--- src/rtl/l2_flush_sequencer.sv ---
// l2_flush_sequencer
// Maintenance sequencer for the coherent L2. Accepts flush-all or
// flush-by-address commands from the L2 config slave and walks the tag
// array one (set, way) at a time. For each enabled way it reads the tag and
// writes back the line if it is dirty. It then invalidates every line that
// hits. Lines that miss are left untouched.
//
// Optional build macro:
//   L2_FLUSH_PERF_EN - adds output wb_count[15:0]. It counts writeback
//                      handshakes since the last accepted command and
//                      saturates at 16'hFFFF.
//
// Parameters:
//   SETS_W   - log2 of the L2 set count
//   WAYS     - number of L2 ways (1..8)
//   OFFSET_W - log2 of the line size in bytes
//   TAG_W    - derived tag width (not overridable)

module l2_flush_sequencer #(
  parameter int SETS_W   = 7,
  parameter int WAYS     = 2,
  parameter int OFFSET_W = 5,
  localparam int TAG_W   = 32 - OFFSET_W - SETS_W,
  localparam int WAY_W   = (WAYS > 1) ? $clog2(WAYS) : 1
) (
  input  logic              l2_clock_i,
  input  logic              l2_reset_i,

  // Command interface from the L2 config slave
  input  logic              cmd_valid,
  output logic              cmd_ready,
  input  logic              cmd_all,
  input  logic [31:0]       cmd_addr,
  input  logic [WAYS-1:0]   way_enable,
  output logic              busy,
  output logic              done,

  // Tag-array port (through the port arbiter)
  output logic              tag_req_valid,
  input  logic              tag_req_ready,
  output logic              tag_req_write,
  output logic [SETS_W-1:0] tag_req_set,
  output logic [WAY_W-1:0]  tag_req_way,
  input  logic              tag_rsp_valid,
  input  logic              tag_rsp_vbit,
  input  logic              tag_rsp_dirty,
  input  logic [TAG_W-1:0]  tag_rsp_tag,

  // Writeback queue
  output logic              wb_req_valid,
  input  logic              wb_req_ready,
  output logic [31:0]       wb_req_addr,
  output logic [WAY_W-1:0]  wb_req_way,
  input  logic              wb_done
`ifdef L2_FLUSH_PERF_EN
  ,
  output logic [15:0]       wb_count
`endif
);

  typedef enum logic [2:0] {
    S_IDLE,
    S_READ,
    S_WAIT,
    S_WB,
    S_WBWAIT,
    S_INV,
    S_NEXT,
    S_DONE
  } state_e;

  state_e            state_q, state_d;
  logic              all_q, all_d;
  logic [WAYS-1:0]   wayEn_q, wayEn_d;
  logic [SETS_W-1:0] set_q, set_d;
  logic [WAY_W-1:0]  way_q, way_d;
  logic [TAG_W-1:0]  tag_q, tag_d;
  logic [TAG_W-1:0]  rspTag_q, rspTag_d;

  logic              cmdAccept;
  logic              lineHit;
  logic              lastSet;
  logic              nextFound;
  logic [WAY_W-1:0]  nextWay;

  // The line-offset bits of cmd_addr carry no meaning for a line flush.
  logic unusedAddrBits;
  assign unusedAddrBits = ^cmd_addr[OFFSET_W-1:0];

  // Lowest set bit of a way mask. A descending scan leaves the smallest
  // index in the result. An empty mask yields 0, which is never used
  // because an empty mask skips the walk.
  function automatic logic [WAY_W-1:0] lowestOf(input logic [WAYS-1:0] mask);
    logic [WAY_W-1:0] idx;
    idx = '0;
    for (int i = WAYS - 1; i >= 0; i--) begin
      if (mask[i]) idx = WAY_W'(i);
    end
    return idx;
  endfunction

  assign cmdAccept = cmd_valid && (state_q == S_IDLE);
  assign lineHit   = tag_rsp_vbit && (all_q || (tag_rsp_tag == tag_q));
  assign lastSet   = (set_q == {SETS_W{1'b1}});

  // Find the next enabled way strictly above the current one.
  always_comb begin
    nextFound = 1'b0;
    nextWay   = way_q;
    for (int i = WAYS - 1; i >= 0; i--) begin
      if (wayEn_q[i] && (i > int'(way_q))) begin
        nextFound = 1'b1;
        nextWay   = WAY_W'(i);
      end
    end
  end

  // Next-state logic for the walk and for the latched command context.
  always_comb begin
    state_d  = state_q;
    all_d    = all_q;
    wayEn_d  = wayEn_q;
    set_d    = set_q;
    way_d    = way_q;
    tag_d    = tag_q;
    rspTag_d = rspTag_q;

    case (state_q)
      S_IDLE: begin
        if (cmd_valid) begin
          all_d   = cmd_all;
          wayEn_d = way_enable;
          set_d   = cmd_all ? '0 : cmd_addr[OFFSET_W +: SETS_W];
          tag_d   = cmd_addr[31 -: TAG_W];
          way_d   = lowestOf(way_enable);
          state_d = (way_enable == '0) ? S_DONE : S_READ;
        end
      end

      S_READ: begin
        if (tag_req_ready) state_d = S_WAIT;
      end

      S_WAIT: begin
        if (tag_rsp_valid) begin
          rspTag_d = tag_rsp_tag;
          if (!lineHit)          state_d = S_NEXT;
          else if (tag_rsp_dirty) state_d = S_WB;
          else                   state_d = S_INV;
        end
      end

      S_WB: begin
        if (wb_req_ready) state_d = S_WBWAIT;
      end

      S_WBWAIT: begin
        if (wb_done) state_d = S_INV;
      end

      S_INV: begin
        if (tag_req_ready) state_d = S_NEXT;
      end

      S_NEXT: begin
        if (nextFound) begin
          way_d   = nextWay;
          state_d = S_READ;
        end else if (all_q && !lastSet) begin
          set_d   = set_q + 1'b1;
          way_d   = lowestOf(wayEn_q);
          state_d = S_READ;
        end else begin
          state_d = S_DONE;
        end
      end

      S_DONE: begin
        state_d = S_IDLE;
      end

      default: begin
        state_d = S_IDLE;
      end
    endcase
  end

  // State and context registers. Reset abandons any walk in progress.
  always_ff @(posedge l2_clock_i or posedge l2_reset_i) begin
    if (l2_reset_i) begin
      state_q  <= S_IDLE;
      all_q    <= 1'b0;
      wayEn_q  <= '0;
      set_q    <= '0;
      way_q    <= '0;
      tag_q    <= '0;
      rspTag_q <= '0;
    end else begin
      state_q  <= state_d;
      all_q    <= all_d;
      wayEn_q  <= wayEn_d;
      set_q    <= set_d;
      way_q    <= way_d;
      tag_q    <= tag_d;
      rspTag_q <= rspTag_d;
    end
  end

  // The request fields come only from registers. This keeps them stable
  // for as long as a request is stalled.
  always_comb begin
    cmd_ready     = (state_q == S_IDLE);
    busy          = (state_q != S_IDLE);
    done          = (state_q == S_DONE);
    tag_req_valid = (state_q == S_READ) || (state_q == S_INV);
    tag_req_write = (state_q == S_INV);
    tag_req_set   = set_q;
    tag_req_way   = way_q;
    wb_req_valid  = (state_q == S_WB);
    wb_req_addr   = {rspTag_q, set_q, {OFFSET_W{1'b0}}};
    wb_req_way    = way_q;
  end

`ifdef L2_FLUSH_PERF_EN
  logic [15:0] wbCount_q, wbCount_d;

  // Writeback counter: cleared on accept, saturating, held after done.
  always_comb begin
    wbCount_d = wbCount_q;
    if (cmdAccept) begin
      wbCount_d = '0;
    end else if (wb_req_valid && wb_req_ready && (wbCount_q != 16'hFFFF)) begin
      wbCount_d = wbCount_q + 16'd1;
    end
  end

  // Writeback counter register.
  always_ff @(posedge l2_clock_i or posedge l2_reset_i) begin
    if (l2_reset_i) wbCount_q <= '0;
    else            wbCount_q <= wbCount_d;
  end

  assign wb_count = wbCount_q;
`endif

endmodule

--- config.mk ---
export PLATFORM = sky130hd
export DESIGN_NAME = l2_flush_sequencer
export DESIGN_NICKNAME = d
export VERILOG_FILES = /design/src/rtl/l2_flush_sequencer.sv
export SDC_FILE = /design/constraint.sdc
export NUM_CORES = 1
export LEC_CHECK = 0
export CAP_MARGIN = 20
export CORE_MARGIN = 1.5
export CORE_UTILIZATION = 43
export CTS_CLUSTER_SIZE = 20
export DETAILED_ROUTE_END_ITERATION = 12
export PLACE_DENSITY_LB_ADDON = 0.12
export SLEW_MARGIN = 20
export SYNTH_ARGS = -nofsm -noshare
export SYNTH_HDL_FRONTEND = slang
export SYNTH_SLANG_ARGS = --single-unit
--- constraint.sdc ---
create_clock -name l2_clock_i -period 1.9 [get_ports l2_clock_i]
set_input_delay 0.285 -clock l2_clock_i [delete_from_list [all_inputs] [get_ports l2_clock_i]]
set_output_delay 0.285 -clock l2_clock_i [all_outputs]
set_load 0.03 [all_outputs]
==> After elaboration in Yosys (flattened, before gate mapping) <==
Index checks and enable logic that the tools add are counted.
{ "op_classes": {"addsub": 1, "n_lt_le_gt_ge": 1, "eq_ne": 19, "muxes": 27, "n_reduce_logical": 15} }
{ "ops": {"columns": ["op", "count"], "rows": [
  ["3-bit two-way mux", 11],
  ["7-bit two-way mux", 4],
  ["3-bit case mux with 8 select lines", 1],
  ["20-bit == test", 1],
  ["2-bit != test (second input constant)", 7],
  ["7-bit case mux with 2 select lines", 1],
  ["3-bit == test (second input constant)", 4],
  ["1-bit two-way mux", 9],
  ["4-bit AND reduction", 2],
  ["7-bit by 1-bit adder with 7-bit output (second input constant)", 1],
  ["7-bit == test (second input constant)", 1],
  ["3-bit by 2-bit == test with 1-bit output (second input constant)", 2],
  ["3-bit != test (second input constant)", 2],
  ["6-bit AND reduction", 1],
  ["2-bit AND reduction", 2],
  ["3-bit by 1-bit == test with 1-bit output (second input constant)", 1],
  ["1-bit logical AND", 3],
  ["3-bit logical NOT", 1],
  ["3-bit nonzero test", 1],
  ["2-bit logical NOT", 1],
  ["1-bit logical OR", 2],
  ["2-bit by 1-bit != test with 1-bit output (second input constant)", 1],
  ["1-bit case mux with 2 select lines", 1],
  ["2-bit nonzero test", 1],
  ["2 further kinds", 2]
]} }
{ "totals": {"reg_bits": 54, "inputBits": 64, "output_inout_bits": 47, "word_cells": 70} }

==> Logic depth before layout (Yosys ltp) <==
Gate-level depths: netlist (run 1).
{ "logic_depth": {"ltp_word": 6, "ltp_mapped": 9, "depth_no_buf": 7} }

==> Worst setup path after synthesis (run 1) <==
OpenSTA, ideal clock, no wires.
{ "synth_timing": {"path_kind": "reg2reg", "start": "register state_q[2]", "end": "register tag_q[10]", "setup_time_ps": 125, "arrival_time_ps": 1782, "t_required_ps": 1775, "slack_ps": -7, "path_stages_with_launch": 8, "path_buffers": 3, "period_less_slack_ps": 1907, "cell_sequence": "dfrtp_1 buf_6 or3_4 inv_2 and2_4 buf_8 buf_6 mux2_2"} }
{ "synth_between": {"elab_chain_len": 2} }
{ "synth_rtl": {"columns": ["element", "line", "text"], "rows": [
  ["from (decl)", "72", "state_e state_q, state_d;"],
  ["from (signal assigned)", "199", "state_q <= state_d;"],
  ["3-bit logical NOT", null, null],
  ["named net cmd_ready", "31", "output logic cmd_ready,"],
  ["2-bit AND reduction (no source line)", null, null],
  ["to (signal assigned)", "204", "tag_q <= tag_d;"],
  ["to (decl)", "77", "logic [TAG_W-1:0] tag_q, tag_d;"]
]} }
The timed path passes the listed nets, and every way through them passes these cells.
A chain may end at the register's enable or synchronous reset.

==> Final worst setup path (run 1) <==
{ "layout_timing": {"start": "register state_q[0]", "end": "register tag_q[0]"} }
{ "layout_between": {"elab_chain_len": 2} }
{ "layout_rtl": {"columns": ["element", "line", "text"], "rows": [
  ["3-bit logical NOT", "128", "case (state_q)"],
  ["2-bit AND reduction (no source line)", null, null]
]} }
No other way between the ends.

==> report_table.html, run 1 <==
<table>
<tr><th>Metric</th><th>Value</th></tr>
<tr><th colspan="2">Run status</th></tr>
<tr><td>Result of the run</td><td>finished clean</td></tr>
<tr><th colspan="2">Placement</th></tr>
<tr><td>Worst slack, placed</td><td>-0.1727 ns</td></tr>
<tr><td>HPWL reported at the end of detailed placement</td><td>4429 um</td></tr>
<tr><td>Gp weighted congestion</td><td>0.7803</td></tr>
<tr><td>Post-Place Cell Area</td><td>3792 sq um</td></tr>
<tr><td>Number of buffers added on ports</td><td>100</td></tr>
<tr><th colspan="2">Timing</th></tr>
<tr><td>Worst Clk Skew</td><td>0.003633 ns</td></tr>
<tr><td>Fraction of the cycle the final worst path needs</td><td>95.57%</td></tr>
<tr><td>Fmax</td><td>550.7 MHz</td></tr>
<tr><td>Worst Setup Slack, final</td><td>0.08417 ns</td></tr>
<tr><td>Setup_tns</td><td>0 ns</td></tr>
<tr><td>Count of final setup violators</td><td>0</td></tr>
<tr><td>Number of hold violations in the final report</td><td>0</td></tr>
<tr><td>Final Critical Period</td><td>1.816 ns</td></tr>
<tr><td>Number of pins exceeding their max-slew limit in the final report</td><td>0</td></tr>
<tr><td>Unrepaired setup endpoints after global routing</td><td>false</td></tr>
<tr><th colspan="2">Die</th></tr>
<tr><td>Standard-cell row count</td><td>28</td></tr>
<tr><td>Height of the chip</td><td>82.72 um</td></tr>
<tr><td>Number of top-level pins</td><td>111</td></tr>
<tr><td>Area of the die</td><td>6842 sq um</td></tr>
<tr><td>Die outline width</td><td>82.72 um</td></tr>
<tr><td>Initial core utilization</td><td>45.35%</td></tr>
<tr><td>Std-Cell Core Area</td><td>6026 sq um</td></tr>
<tr><th colspan="2">Final layout</th></tr>
<tr><td>Area of combinational cells with multiple inputs</td><td>1215 sq um</td></tr>
<tr><td>Total non-filler cell area in the finished layout</td><td>3906 sq um</td></tr>
<tr><td>Growth of design area from synthesis to finish</td><td>42.95%</td></tr>
<tr><td>Share of final-layout standard cells stronger than drive strength 1</td><td>21.30%</td></tr>
<tr><td># diodes</td><td>0</td></tr>
<tr><td>Most common library cell in the layout ignoring fill and taps</td><td>sky130_fd_sc_hd__clkdlybuf4s50_1</td></tr>
<tr><td>Final net count</td><td>402</td></tr>
<tr><td>Combined flip-flop and latch cell area</td><td>1351 sq um</td></tr>
<tr><td>Top library cells by usage in the layout, fill and taps aside</td><td>sky130_fd_sc_hd__clkdlybuf4s50_1, sky130_fd_sc_hd__dfrtp_1, sky130_fd_sc_hd__mux2_2, sky130_fd_sc_hd__xnor2_1</td></tr>
<tr><td>Filler Cells Inserted</td><td>498</td></tr>
<tr><td>Fraction of the core area covered by cells at the end of the flow</td><td>64.83%</td></tr>
<tr><th colspan="2">Drt</th></tr>
<tr><td>Average via count per standard cell</td><td>5.022</td></tr>
<tr><td>Total routed wirelength</td><td>6003 um</td></tr>
<tr><td>Iteration-0 DRC count of the detailed router</td><td>47</td></tr>
<tr><td>Detailed-route wire length per cell</td><td>14.54 um</td></tr>
<tr><td>TritonRoute pass-1 iters</td><td>4</td></tr>
<tr><td>Detail Route Antenna Nets</td><td>0</td></tr>
<tr><td>Remaining routing DRC violations</td><td>0</td></tr>
<tr><td>Vias after detailed routing</td><td>2074</td></tr>
<tr><th colspan="2">Setup path</th></tr>
<tr><td>Crit path DAT</td><td>2.01 ns</td></tr>
<tr><td>Cell with the biggest individual delay on the critical path</td><td>sky130_fd_sc_hd__dfrtp_1</td></tr>
<tr><td>Largest incremental delay on the critical path</td><td>0.46 ns</td></tr>
<tr><td>Crit-path leading delay family</td><td>simple AND/OR/NAND/NOR gates</td></tr>
<tr><td>Kind of launch point of the worst setup path</td><td>flop</td></tr>
<tr><td>Crit path buf inv count</td><td>2</td></tr>
<tr><td>Largest fanout on the critical path</td><td>8</td></tr>
<tr><td>CP required</td><td>2.10 ns</td></tr>
<tr><td>Kind of end point of the critical path</td><td>flop</td></tr>
<tr><td>Ordered cell list for the critical path</td><td>or3_4 -&gt; inv_4 -&gt; and2_4 -&gt; buf_4 -&gt; mux2_2</td></tr>
<tr><td>Type of the worst setup path</td><td>flop to flop</td></tr>
<tr><th colspan="2">Yosys</th></tr>
<tr><td>Unique masters post-synth</td><td>38</td></tr>
<tr><td>Count of warnings emitted by yosys</td><td>0</td></tr>
<tr><td>Post-Synthesis Cells</td><td>235</td></tr>
<tr><td>Number of register bits inferred by synthesis</td><td>54</td></tr>
<tr><td>Cell area after technology mapping</td><td>2733 sq um</td></tr>
<tr><td>Sequential share of the synthesized area</td><td>49.45%</td></tr>
<tr><td>Avg Cell Area, Syn</td><td>11.63 sq um</td></tr>
<tr><th colspan="2">GRT</th></tr>
<tr><td>Number of global-route vias before repair</td><td>2049</td></tr>
<tr><td>Overflow left after global routing</td><td>0</td></tr>
<tr><td>Number of antenna violations at the first check in global routing</td><td>0</td></tr>
<tr><td>Total GRT Usage</td><td>18.53%</td></tr>
<tr><td>Wire length of the first global-routing pass</td><td>9432 um</td></tr>
<tr><td>Largest net degree at the start of global routing</td><td>55</td></tr>
<tr><th colspan="2">Flow run</th></tr>
<tr><td>Max Cap Viol</td><td>0</td></tr>
<tr><th colspan="2">CTS</th></tr>
<tr><td>TritonCTS clock tree</td><td>built</td></tr>
<tr><td>CTS H-tree lvls</td><td>2</td></tr>
<tr><td>Clk pin slew, worst setup/hold paths</td><td>0.10 ns</td></tr>
<tr><td>Clock sink count</td><td>54</td></tr>
<tr><td>Clock Tree Root</td><td>sky130_fd_sc_hd__clkbuf_8</td></tr>
<tr><td>Clock insertion delay at the later pin of the skew report</td><td>0.30 ns</td></tr>
<tr><td>Number of buffers on the longest clock path</td><td>2</td></tr>
<tr><td>Postcts setup bufs</td><td>0</td></tr>
<tr><td>Number of CTS-inserted buffers</td><td>5</td></tr>
<tr><th colspan="2">Min path</th></tr>
<tr><td>Classification of the worst-slack hold path</td><td>input pin to async pin</td></tr>
<tr><th colspan="2">Power and ir drop</th></tr>
<tr><td>Static Leak</td><td>1.593 nW</td></tr>
<tr><td>P per Cell Area</td><td>1622 nW/um^2</td></tr>
<tr><td>Total power</td><td>6.336 mW</td></tr>
<tr><td>Largest vdd supply drop</td><td>784.3 uV</td></tr>
</table>
-- where the power goes --
group	switching (mW)	leakage (nW)	internal, mW
logic	1.70	0.891	1.70
registers	0.446	0.651	1.72
clock network	0.375	0.0514	0.394
total	2.52	1.59	3.82
-- state kept, by name, summed over array words and instances, names as in the netlist --
name         flops
tag_q           20
state_q          3
rspTag_q        20
wayEn_q          2
tag_req_set      7
tag_req_way      1
all_q            1
-- synth_stat cells --
cell | number | area share [%]
sky130_fd_sc_hd__ha_1 | 1 | 0.46
sky130_fd_sc_hd__buf_8 | 1 | 0.55
sky130_fd_sc_hd__nor2b_1 | 5 | 1.1
sky130_fd_sc_hd__o22a_1 | 1 | 0.32
sky130_fd_sc_hd__and2_4 | 1 | 0.32
sky130_fd_sc_hd__nand2_1 | 12 | 1.6
sky130_fd_sc_hd__a21oi_1 | 13 | 2.4
sky130_fd_sc_hd__xnor2_1 | 17 | 5.4
sky130_fd_sc_hd__or3_4 | 1 | 0.41
sky130_fd_sc_hd__conb_1 | 1 | 0.14
sky130_fd_sc_hd__a41oi_1 | 2 | 0.64
sky130_fd_sc_hd__xor2_1 | 4 | 1.3
sky130_fd_sc_hd__inv_2 | 1 | 0.14
sky130_fd_sc_hd__o21ai_0 | 8 | 1.5
sky130_fd_sc_hd__buf_6 | 4 | 1.6
sky130_fd_sc_hd__buf_4 | 13 | 3.6
sky130_fd_sc_hd__nand4_1 | 3 | 0.69
sky130_fd_sc_hd__nand4b_1 | 1 | 0.32
sky130_fd_sc_hd__nand3b_1 | 1 | 0.27
sky130_fd_sc_hd__buf_2 | 2 | 0.37
sky130_fd_sc_hd__nor2_1 | 7 | 0.96
sky130_fd_sc_hd__a31oi_1 | 2 | 0.46
sky130_fd_sc_hd__dfrtp_1 | 54 | 49
sky130_fd_sc_hd__nand3_1 | 4 | 0.73
sky130_fd_sc_hd__a32oi_1 | 1 | 0.32
sky130_fd_sc_hd__nor3b_1 | 3 | 0.82
sky130_fd_sc_hd__o21ai_1 | 7 | 1.3
sky130_fd_sc_hd__o21a_1 | 1 | 0.27
sky130_fd_sc_hd__and3_1 | 3 | 0.69
sky130_fd_sc_hd__o32a_1 | 1 | 0.37
sky130_fd_sc_hd__a21oi_4 | 1 | 0.60
sky130_fd_sc_hd__mux2i_1 | 1 | 0.37
sky130_fd_sc_hd__nor3_1 | 3 | 0.55
sky130_fd_sc_hd__nor4_1 | 3 | 0.69
sky130_fd_sc_hd__clkbuf_1 | 2 | 0.27
sky130_fd_sc_hd__and2_1 | 3 | 0.69
sky130_fd_sc_hd__inv_1 | 4 | 0.55
sky130_fd_sc_hd__mux2_2 | 43 | 18
-- routing by layer --
| metal | vias to the layer above | global-route usage (%) | routed length, um |
|---|---|---|---|
| met1 | 989 | 22.33 | 2506 |
| li1 | 1009 | - | - |
| met4 | 0 | 4.500 | 24 |
| met5 | - | 0 | 0 |
| met3 | 2 | 5.714 | 426 |
| met2 | 74 | 32.20 | 3046 |
-- path summary, 6_finish.rpt --
kind	from	end	slack [ns]	depth (start not counted)
max in group asynchronous	l2_reset_i	rspTag_q[5]	1.31	3
min in group l2_clock_i	rspTag_q[6]	rspTag_q[6]	0.51	1
worst max-delay path	state_q[0]	tag_q[0]	0.08	5
worst max register to register	state_q[0]	tag_q[0]	0.08	5
worst min-delay path	l2_reset_i	state_q[2]	0.34	3
worst min register to register	rspTag_q[6]	rspTag_q[6]	0.51	1
-- metrics by stage --
stage / hold slack [ns] / instances
after floorplan: 0.4341 / 239
after global placement: 0.4891 / 404
after detailed placement: 0.4944 / 404
after CTS: 0.3518 / 412
after global routing: 0.3578 / 413
final: 0.3400 / 413
-- repair_timing --
action	in CTS	in global routing
pin swaps	0	1
endpoints found under the hold margin	0	0
resized for setup	4	3
setup endpoints to repair	4	5
hold buffers	0	0
gates cloned	0	1
-- layout make-up --
class	count	share of cell area (%)
tap	75	2.402
clock inverter	2	0.9609
multi-input combinational	159	31.10
inverter	5	0.5445
sequential	54	34.59
clock buffer	6	1.858
timing repair buffer	112	28.54
-- tightest hold or removal path, cell delays in order --
cell and delay, ns:
sky130_fd_sc_hd__clkdlybuf4s50_1 0.41, sky130_fd_sc_hd__inv_2 0.07, sky130_fd_sc_hd__buf_12 0.26
-- cell families after synthesis --
kind of cell    after synthesis  synth area share [%]
mux                          44                 18.09
other cells                   1                0.1372
fa+ha+maj                     1                0.4578
flops                        54                 49.45
compound gates               37                 8.105
xor+xnor                     21                 6.731
simple gates                 50                 9.936
buf+inv                      27                 7.096
Note: power is estimated with default switching activity, not from simulation.
==> run 2: changes to the inputs <==
Settings changed: CORE_ASPECT_RATIO from default to 1.25.
==> report_table.html, run 2 (same netlist as run 1, synthesis figures left out) <==
<table>
<tr><th>Metric</th><th>Value</th></tr>
<tr><th colspan="2">Die</th></tr>
<tr><td>Number of top-level pins</td><td>111 (unchanged)</td></tr>
<tr><td>Standard-cell row count</td><td>32 (+14%)</td></tr>
<tr><td>Initial core utilization</td><td>44.32% (-1.0 points)</td></tr>
<tr><td>Std-Cell Core Area</td><td>6166 sq um (+2.3%)</td></tr>
<tr><td>Height of the chip</td><td>92.13 um (+11%)</td></tr>
<tr><td>Area of the die</td><td>6845 sq um (about the same)</td></tr>
<tr><td>Die outline width</td><td>74.30 um (-10%)</td></tr>
<tr><th colspan="2">CTS</th></tr>
<tr><td>Number of buffers on the longest clock path</td><td>2 (unchanged)</td></tr>
<tr><td>Clock Tree Root</td><td>sky130_fd_sc_hd__clkbuf_8</td></tr>
<tr><td>Number of CTS-inserted buffers</td><td>5 (unchanged)</td></tr>
<tr><td>Clock sink count</td><td>54 (unchanged)</td></tr>
<tr><td>Clk pin slew, worst setup/hold paths</td><td>0.09 ns (about the same)</td></tr>
<tr><td>CTS H-tree lvls</td><td>2 (unchanged)</td></tr>
<tr><td>Clock insertion delay at the later pin of the skew report</td><td>0.30 ns (about the same)</td></tr>
<tr><td>TritonCTS clock tree</td><td>built</td></tr>
<tr><td>Cts hold-fix bufs</td><td>0 (unchanged)</td></tr>
<tr><th colspan="2">Power and ir drop</th></tr>
<tr><td>Static Leak</td><td>1.611 nW (+1.1%)</td></tr>
<tr><td>Total power</td><td>6.312 mW (-0.37%)</td></tr>
<tr><td>Largest vdd supply drop</td><td>987.3 uV (+26%)</td></tr>
<tr><td>P per Cell Area</td><td>1598 nW/um^2 (-1.5%)</td></tr>
<tr><th colspan="2">GRT</th></tr>
<tr><td>Number of antenna violations at the first check in global routing</td><td>0 (unchanged)</td></tr>
<tr><td>Global routing usage on met3</td><td>4.615% (-1.1 points)</td></tr>
<tr><td>GRT Max-Usage Layer</td><td>met2</td></tr>
<tr><td>Overflow left after global routing</td><td>0 (unchanged)</td></tr>
<tr><td>Total GRT Usage</td><td>18.41% (-0.12 points)</td></tr>
<tr><td>Largest net degree at the start of global routing</td><td>21 (-62%)</td></tr>
<tr><td>Global routing usage on met1</td><td>22.67% (+0.34 points)</td></tr>
<tr><td>Number of global-route vias before repair</td><td>2140 (+4.4%)</td></tr>
<tr><td>Global-route track usage on met2</td><td>31.25% (-0.95 points)</td></tr>
<tr><td>Wire length of the first global-routing pass</td><td>9742 um (+3.3%)</td></tr>
<tr><th colspan="2">Final layout</th></tr>
<tr><td>Final net count</td><td>403 (+0.25%)</td></tr>
<tr><td>Growth of design area from synthesis to finish</td><td>44.60%</td></tr>
<tr><td>Fraction of the core area covered by cells at the end of the flow</td><td>64.08% (-0.74 points)</td></tr>
<tr><td>Total non-filler cell area in the finished layout</td><td>3951 sq um (+1.2%)</td></tr>
<tr><td>Most common library cell in the layout ignoring fill and taps</td><td>sky130_fd_sc_hd__clkdlybuf4s50_1</td></tr>
<tr><td>Share of final-layout standard cells stronger than drive strength 1</td><td>21.24% (-0.063 points)</td></tr>
<tr><td># diodes</td><td>0 (unchanged)</td></tr>
<tr><td>Filler Cells Inserted</td><td>550 (+10%)</td></tr>
<tr><td>Top library cells by usage in the layout, fill and taps aside</td><td>sky130_fd_sc_hd__clkdlybuf4s50_1, sky130_fd_sc_hd__dfrtp_1, sky130_fd_sc_hd__mux2_2, sky130_fd_sc_hd__xnor2_1, sky130_fd_sc_hd__a21oi_1</td></tr>
<tr><td>Finished Layout Cells</td><td>424 (+2.7%)</td></tr>
<tr><th colspan="2">Setup path</th></tr>
<tr><td>CP required</td><td>2.09 ns (about the same)</td></tr>
<tr><td>Kind of end point of the critical path</td><td>flop</td></tr>
<tr><td>Startpoint of the worst setup timing path</td><td>state_q[0]</td></tr>
<tr><td>Crit path DAT</td><td>2.00 ns (about the same)</td></tr>
<tr><td>Largest incremental delay on the critical path</td><td>0.45 ns (about the same)</td></tr>
<tr><td>Crit-path leading delay family</td><td>simple AND/OR/NAND/NOR gates</td></tr>
<tr><td>Reg-to-reg startpoint</td><td>state_q[0]</td></tr>
<tr><td>Largest fanout on the critical path</td><td>14 (+6)</td></tr>
<tr><td>Kind of launch point of the worst setup path</td><td>flop</td></tr>
<tr><td>Type of the worst setup path</td><td>flop to flop</td></tr>
<tr><td>Cell with the biggest individual delay on the critical path</td><td>sky130_fd_sc_hd__dfrtp_1</td></tr>
<tr><td>Crit path buf inv count</td><td>2 (unchanged)</td></tr>
<tr><td>Ordered cell list for the critical path</td><td>or3_4 -&gt; inv_4 -&gt; and2_4 -&gt; buf_12 -&gt; mux2_2</td></tr>
<tr><td>Setup slack, reg-to-reg</td><td>0.09 ns (about the same)</td></tr>
<tr><th colspan="2">Timing</th></tr>
<tr><td>Number of pins exceeding their max-slew limit in the final report</td><td>0 (unchanged)</td></tr>
<tr><td>Number of hold violations in the final report</td><td>0 (unchanged)</td></tr>
<tr><td>Final Critical Period</td><td>1.813 ns (-0.003051 ns)</td></tr>
<tr><td>Count of final setup violators</td><td>0 (unchanged)</td></tr>
<tr><td>Fraction of the cycle the final worst path needs</td><td>95.41% (-0.16 points)</td></tr>
<tr><td>Setup_tns</td><td>0 ns (unchanged)</td></tr>
<tr><td>Worst Clk Skew</td><td>0.006655 ns (+0.003022 ns)</td></tr>
<tr><td>Fmax</td><td>551.6 MHz (+0.17%)</td></tr>
<tr><td>Unrepaired setup endpoints after global routing</td><td>false</td></tr>
<tr><th colspan="2">Drt</th></tr>
<tr><td>Detail Route Antenna Nets</td><td>0 (unchanged)</td></tr>
<tr><td>TritonRoute pass-1 iters</td><td>4 (unchanged)</td></tr>
<tr><td>Remaining routing DRC violations</td><td>0 (unchanged)</td></tr>
<tr><td>Vias after detailed routing</td><td>2085 (+0.53%)</td></tr>
<tr><td>Average via count per standard cell</td><td>4.917 (-2.1%)</td></tr>
<tr><td>Detailed-route wire length per cell</td><td>13.94 um (-4.1%)</td></tr>
<tr><td>Iteration-0 DRC count of the detailed router</td><td>38 (-19%)</td></tr>
<tr><td>Total routed wirelength</td><td>5911 um (-1.5%)</td></tr>
<tr><th colspan="2">Placement</th></tr>
<tr><td>Number of buffers added on ports</td><td>100 (unchanged)</td></tr>
<tr><td>HPWL reported at the end of detailed placement</td><td>4605 um (+4.0%)</td></tr>
<tr><td>Gp weighted congestion</td><td>0.8315 (+6.6%)</td></tr>
<tr><td>Post-Place Cell Area</td><td>3847 sq um (+1.5%)</td></tr>
<tr><td>Placed Instances</td><td>416 (+3.0%)</td></tr>
<tr><th colspan="2">Run status</th></tr>
<tr><td>Result of the run</td><td>finished clean</td></tr>
<tr><th colspan="2">Flow run</th></tr>
<tr><td>Max Cap Viol</td><td>0 (unchanged)</td></tr>
<tr><th colspan="2">Min path</th></tr>
<tr><td>Classification of the worst-slack hold path</td><td>input pin to async pin</td></tr>
</table>
-- run 2: power breakdown --
group | switching [mW] | internal (mW) | total [mW]
registers | 0.414 | 1.73 | 2.14
clock network | 0.346 | 0.395 | 0.741
logic | 1.71 | 1.72 | 3.43
total | 2.47 | 3.84 | 6.31
-- run 2: per-layer routing --
metal / vias to the layer above / wire, um
li1: 1013 / -
met1: 993 / 2444
met2: 71 / 2976
met3: 8 / 410
met4: 0 / 78
met5: - / 0
-- run 2: final timing paths --
kind / to / cells past startpoint
max reg2reg: tag_q[17] / 5
min reg2reg: rspTag_q[2] / 1
max in group asynchronous: tag_req_set[0] / 3
min in group l2_clock_i: rspTag_q[2] / 1
max: tag_q[17] / 5
min: state_q[1] / 2
-- run 2: worst reg2reg max path, stage by stage (launching register included) --
cell and delay (ns):
sky130_fd_sc_hd__dfrtp_1 0.45, sky130_fd_sc_hd__or3_4 0.45, sky130_fd_sc_hd__inv_4 0.06, sky130_fd_sc_hd__and2_4 0.23, sky130_fd_sc_hd__buf_12 0.17, sky130_fd_sc_hd__mux2_2 0.34
-- run 2: stage by stage --
stage | hold WS, ns | setup WS [ns]
4_1_cts | 0.3123 | 0.03170
3_5_place_dp | 0.4940 | -0.2509
5_1_grt | 0.3419 | 0.006007
2_1_floorplan | 0.4341 | 0.03653
6_report | 0.3060 | 0.08722
3_3_place_gp | 0.4900 | -0.2335
-- run 2: cell type report --
type                       instances  area [sq um]  area share, %
sequential                        54          1353          34.23
multi-input combinational        158          1209          30.59
timing repair buffer             114          1156          29.26
tap                               85         106.4          2.692
clock buffer                       7         76.32          1.932
clock inverter                     1         30.03         0.7600
inverter                           5         21.27         0.5383
-- run 2: timing repair --
| action | 4_1_cts | 5_1_grt |
|---|---|---|
| hold endpoints to repair | 0 | 0 |
| pin swaps | 0 | 0 |
| setup endpoints to repair | 5 | 4 |
| cloned | 0 | 0 |
| setup buffers | 0 | 0 |
| resized for setup | 5 | 4 |
==> edit (config.mk and constraints of run 1) <==
Set the parameter `OFFSET_W` to 7 (it was 5).
--- a/src/rtl/l2_flush_sequencer.sv
+++ b/src/rtl/l2_flush_sequencer.sv
@@ -19,7 +19,7 @@
 module l2_flush_sequencer #(
   parameter int SETS_W   = 7,
   parameter int WAYS     = 2,
-  parameter int OFFSET_W = 5,
+  parameter int OFFSET_W = 7,
   localparam int TAG_W   = 32 - OFFSET_W - SETS_W,
   localparam int WAY_W   = (WAYS > 1) ? $clog2(WAYS) : 1
 ) (
Interface: changed (resized tag_rsp_tag); port bits go from 111 to 109. The function was not compared with the original's and may differ.
==> edit against run 1 <==
Area after synthesis is 2.2% lower; power fell by 1.3%; design area shrank 2.5%; global-route usage rose by 0.14 points; sequential power fell by 6%; worst setup slack got worse by 0.0027 ns; sequential share of layout area decreased by 1.6 points; synthesized cell count grew 0.43%; sequential cell count down 4; wire length fell by 2.0%; clock skew grew 0.0029 ns; combinational power increased by 6.2%; critical path type unchanged; largest power group unchanged.
==> edit: results <==
export IMPL_grt_pass1_vias=2120
export IMPL_cts_buffers=5
export IMPL_grt_max_degree=26
export IMPL_viasPerCell=5.03
export IMPL_slew_viol_final=0
export IMPL_routabilityCongestion=0.803
export IMPL_clock_skew_final_ns=0.00657
export IMPL_grt_use_total_pct=18.7
export IMPL_cts_root_buf="clkbuf_8"
export IMPL_layout_drive_gt1_share_pct=20.8
export IMPL_hpwl_mm=4.59
export IMPL_critPathMaxStageDelay_ns=0.42
export IMPL_dr_pass1_iters=4
export IMPL_cts_htree_levels=2
export IMPL_power_leakage_nw=1.61
export IMPL_critPathLaunch="tag_req_set[0]"
export IMPL_ant_nets=0
export IMPL_io_buffers=94
export IMPL_crit_fanout=8
export IMPL_antenna_found_initial=0
export IMPL_status="finished, final reports clean"
export IMPL_antenna_cells=0
export IMPL_async_reset_ff_share_pct=100
export IMPL_die_w_um=81.9
export IMPL_synth_distinct_cells=48
export IMPL_insertion_delay_ns=0.29
export IMPL_grt_pass1_wl_mm=9.62
export IMPL_drt_total_wl_mm=5.88
export IMPL_drt_iter0_markers=44
export IMPL_yosysSeqAreaShare_pct=46.8
export IMPL_critPathSlowestCell="dfrtp_2"
export IMPL_reg2reg_depth=6
export IMPL_clkTransAtPathRegs_ns=0.09
export IMPL_synth_area_leaders="dfrtp_1 47%, mux2_2 11%, buf_4 4.2%"
export IMPL_synth_common_cells="50 x dfrtp_1, 27 x mux2_2, 15 x buf_4, 15 x nand2_1, 11 x xor2_1"
export IMPL_cp_arrival_ns=2.00
export IMPL_ir_worst_vdd_uv=766
export IMPL_finalNetCount=398
-- edit: cell types whose count changed after synthesis, moves of 5 or more --
cell / before / now
a21oi_1: 13 / 5
a22o_1: 0 / 5
mux2_1: 0 / 10
mux2_2: 43 / 27
o21ai_1: 7 / 2
xnor2_1: 17 / 8
xor2_1: 4 / 11
-- edit: final timing paths --
path	slack [ns]	end
max	0.08	tag_req_set[6]
min	0.29	tag_req_set[1]
max reg2reg	0.08	tag_req_set[6]
min reg2reg	0.49	rspTag_q[0]
max in group asynchronous	1.12	rspTag_q[0]
min in group l2_clock_i	0.49	rspTag_q[0]
-- edit: final cells by class --
| cell class | count | area, um2 |
|---|---|---|
| fillers | 500 | 2150 |
| flip-flops and latches | 50 | 1250 |
| multi-input cells | 159 | 1250 |
| repair buffers | 111 | 1090 |
| well taps | 75 | 93.8 |
| clock buffers | 6 | 72.6 |
| inverters | 8 | 30.0 |
| clock inverters | 2 | 13.8 |
-- edit: timing repair --
item	in CTS	in global routing
setup buffers	0	0
endpoints found under the setup margin	5	8
pin swaps	0	2
resized for setup	5	6
-- edit: report_power, final --
| group | switching, mW | internal [mW] | total [mW] | leakage [nW] |
|---|---|---|---|---|
| sequential | 0.415 | 1.61 | 2.03 | 0.600 |
| combinational | 1.86 | 1.75 | 3.61 | 0.966 |
| clock | 0.347 | 0.261 | 0.607 | 0.0452 |
-- edit: worst max-delay path: cells and delay by family, from the launching register on --
family	cells	cell delay, ns
simple gates	1	0.23
fa+ha+maj	1	0.24
flops	1	0.42
compound gates	4	0.83
-- edit: per-stage QoR --
stage,instances,instance area [um2],utilization [%],setup slack (ns),total power [mW]
6_report,411,3810,63.9,0.0814,6.25
3_5_place_dp,403,3710,62.3,-0.0646,5.69
4_1_cts,411,3800,63.7,-0.00215,6.31
5_1_grt,411,3810,63.9,0.0190,6.67
3_3_place_gp,403,3710,62.3,-0.0348,5.60
2_1_floorplan,242,2700,-,0.00147,4.43
-- edit: cells by family (layout without fill, tap and decap cells) --
kind of cell             count (synthesis)  count (layout)  synth area share, %
AND/OR/NAND/NOR                         55              55                 11.2
buffers and inverters                   33             127                 8.10
AO/OA/AOI/OAI                           38              38                 10.7
XOR/XNOR                                19              19                 6.22
flip-flops                              50              50                 46.8
other                                    1               7                0.140
adder cells (fa/ha/maj)                  1               1                0.468
multiplexers                            39              39                 16.3
-- edit: per-layer routing --
metal,track usage [%],vias up,wire [um]
met3,4.67,6,351
met5,0,-,0
met2,32.9,70,2970
li1,-,1007,-
met4,5.08,0,57
met1,22.5,985,2500
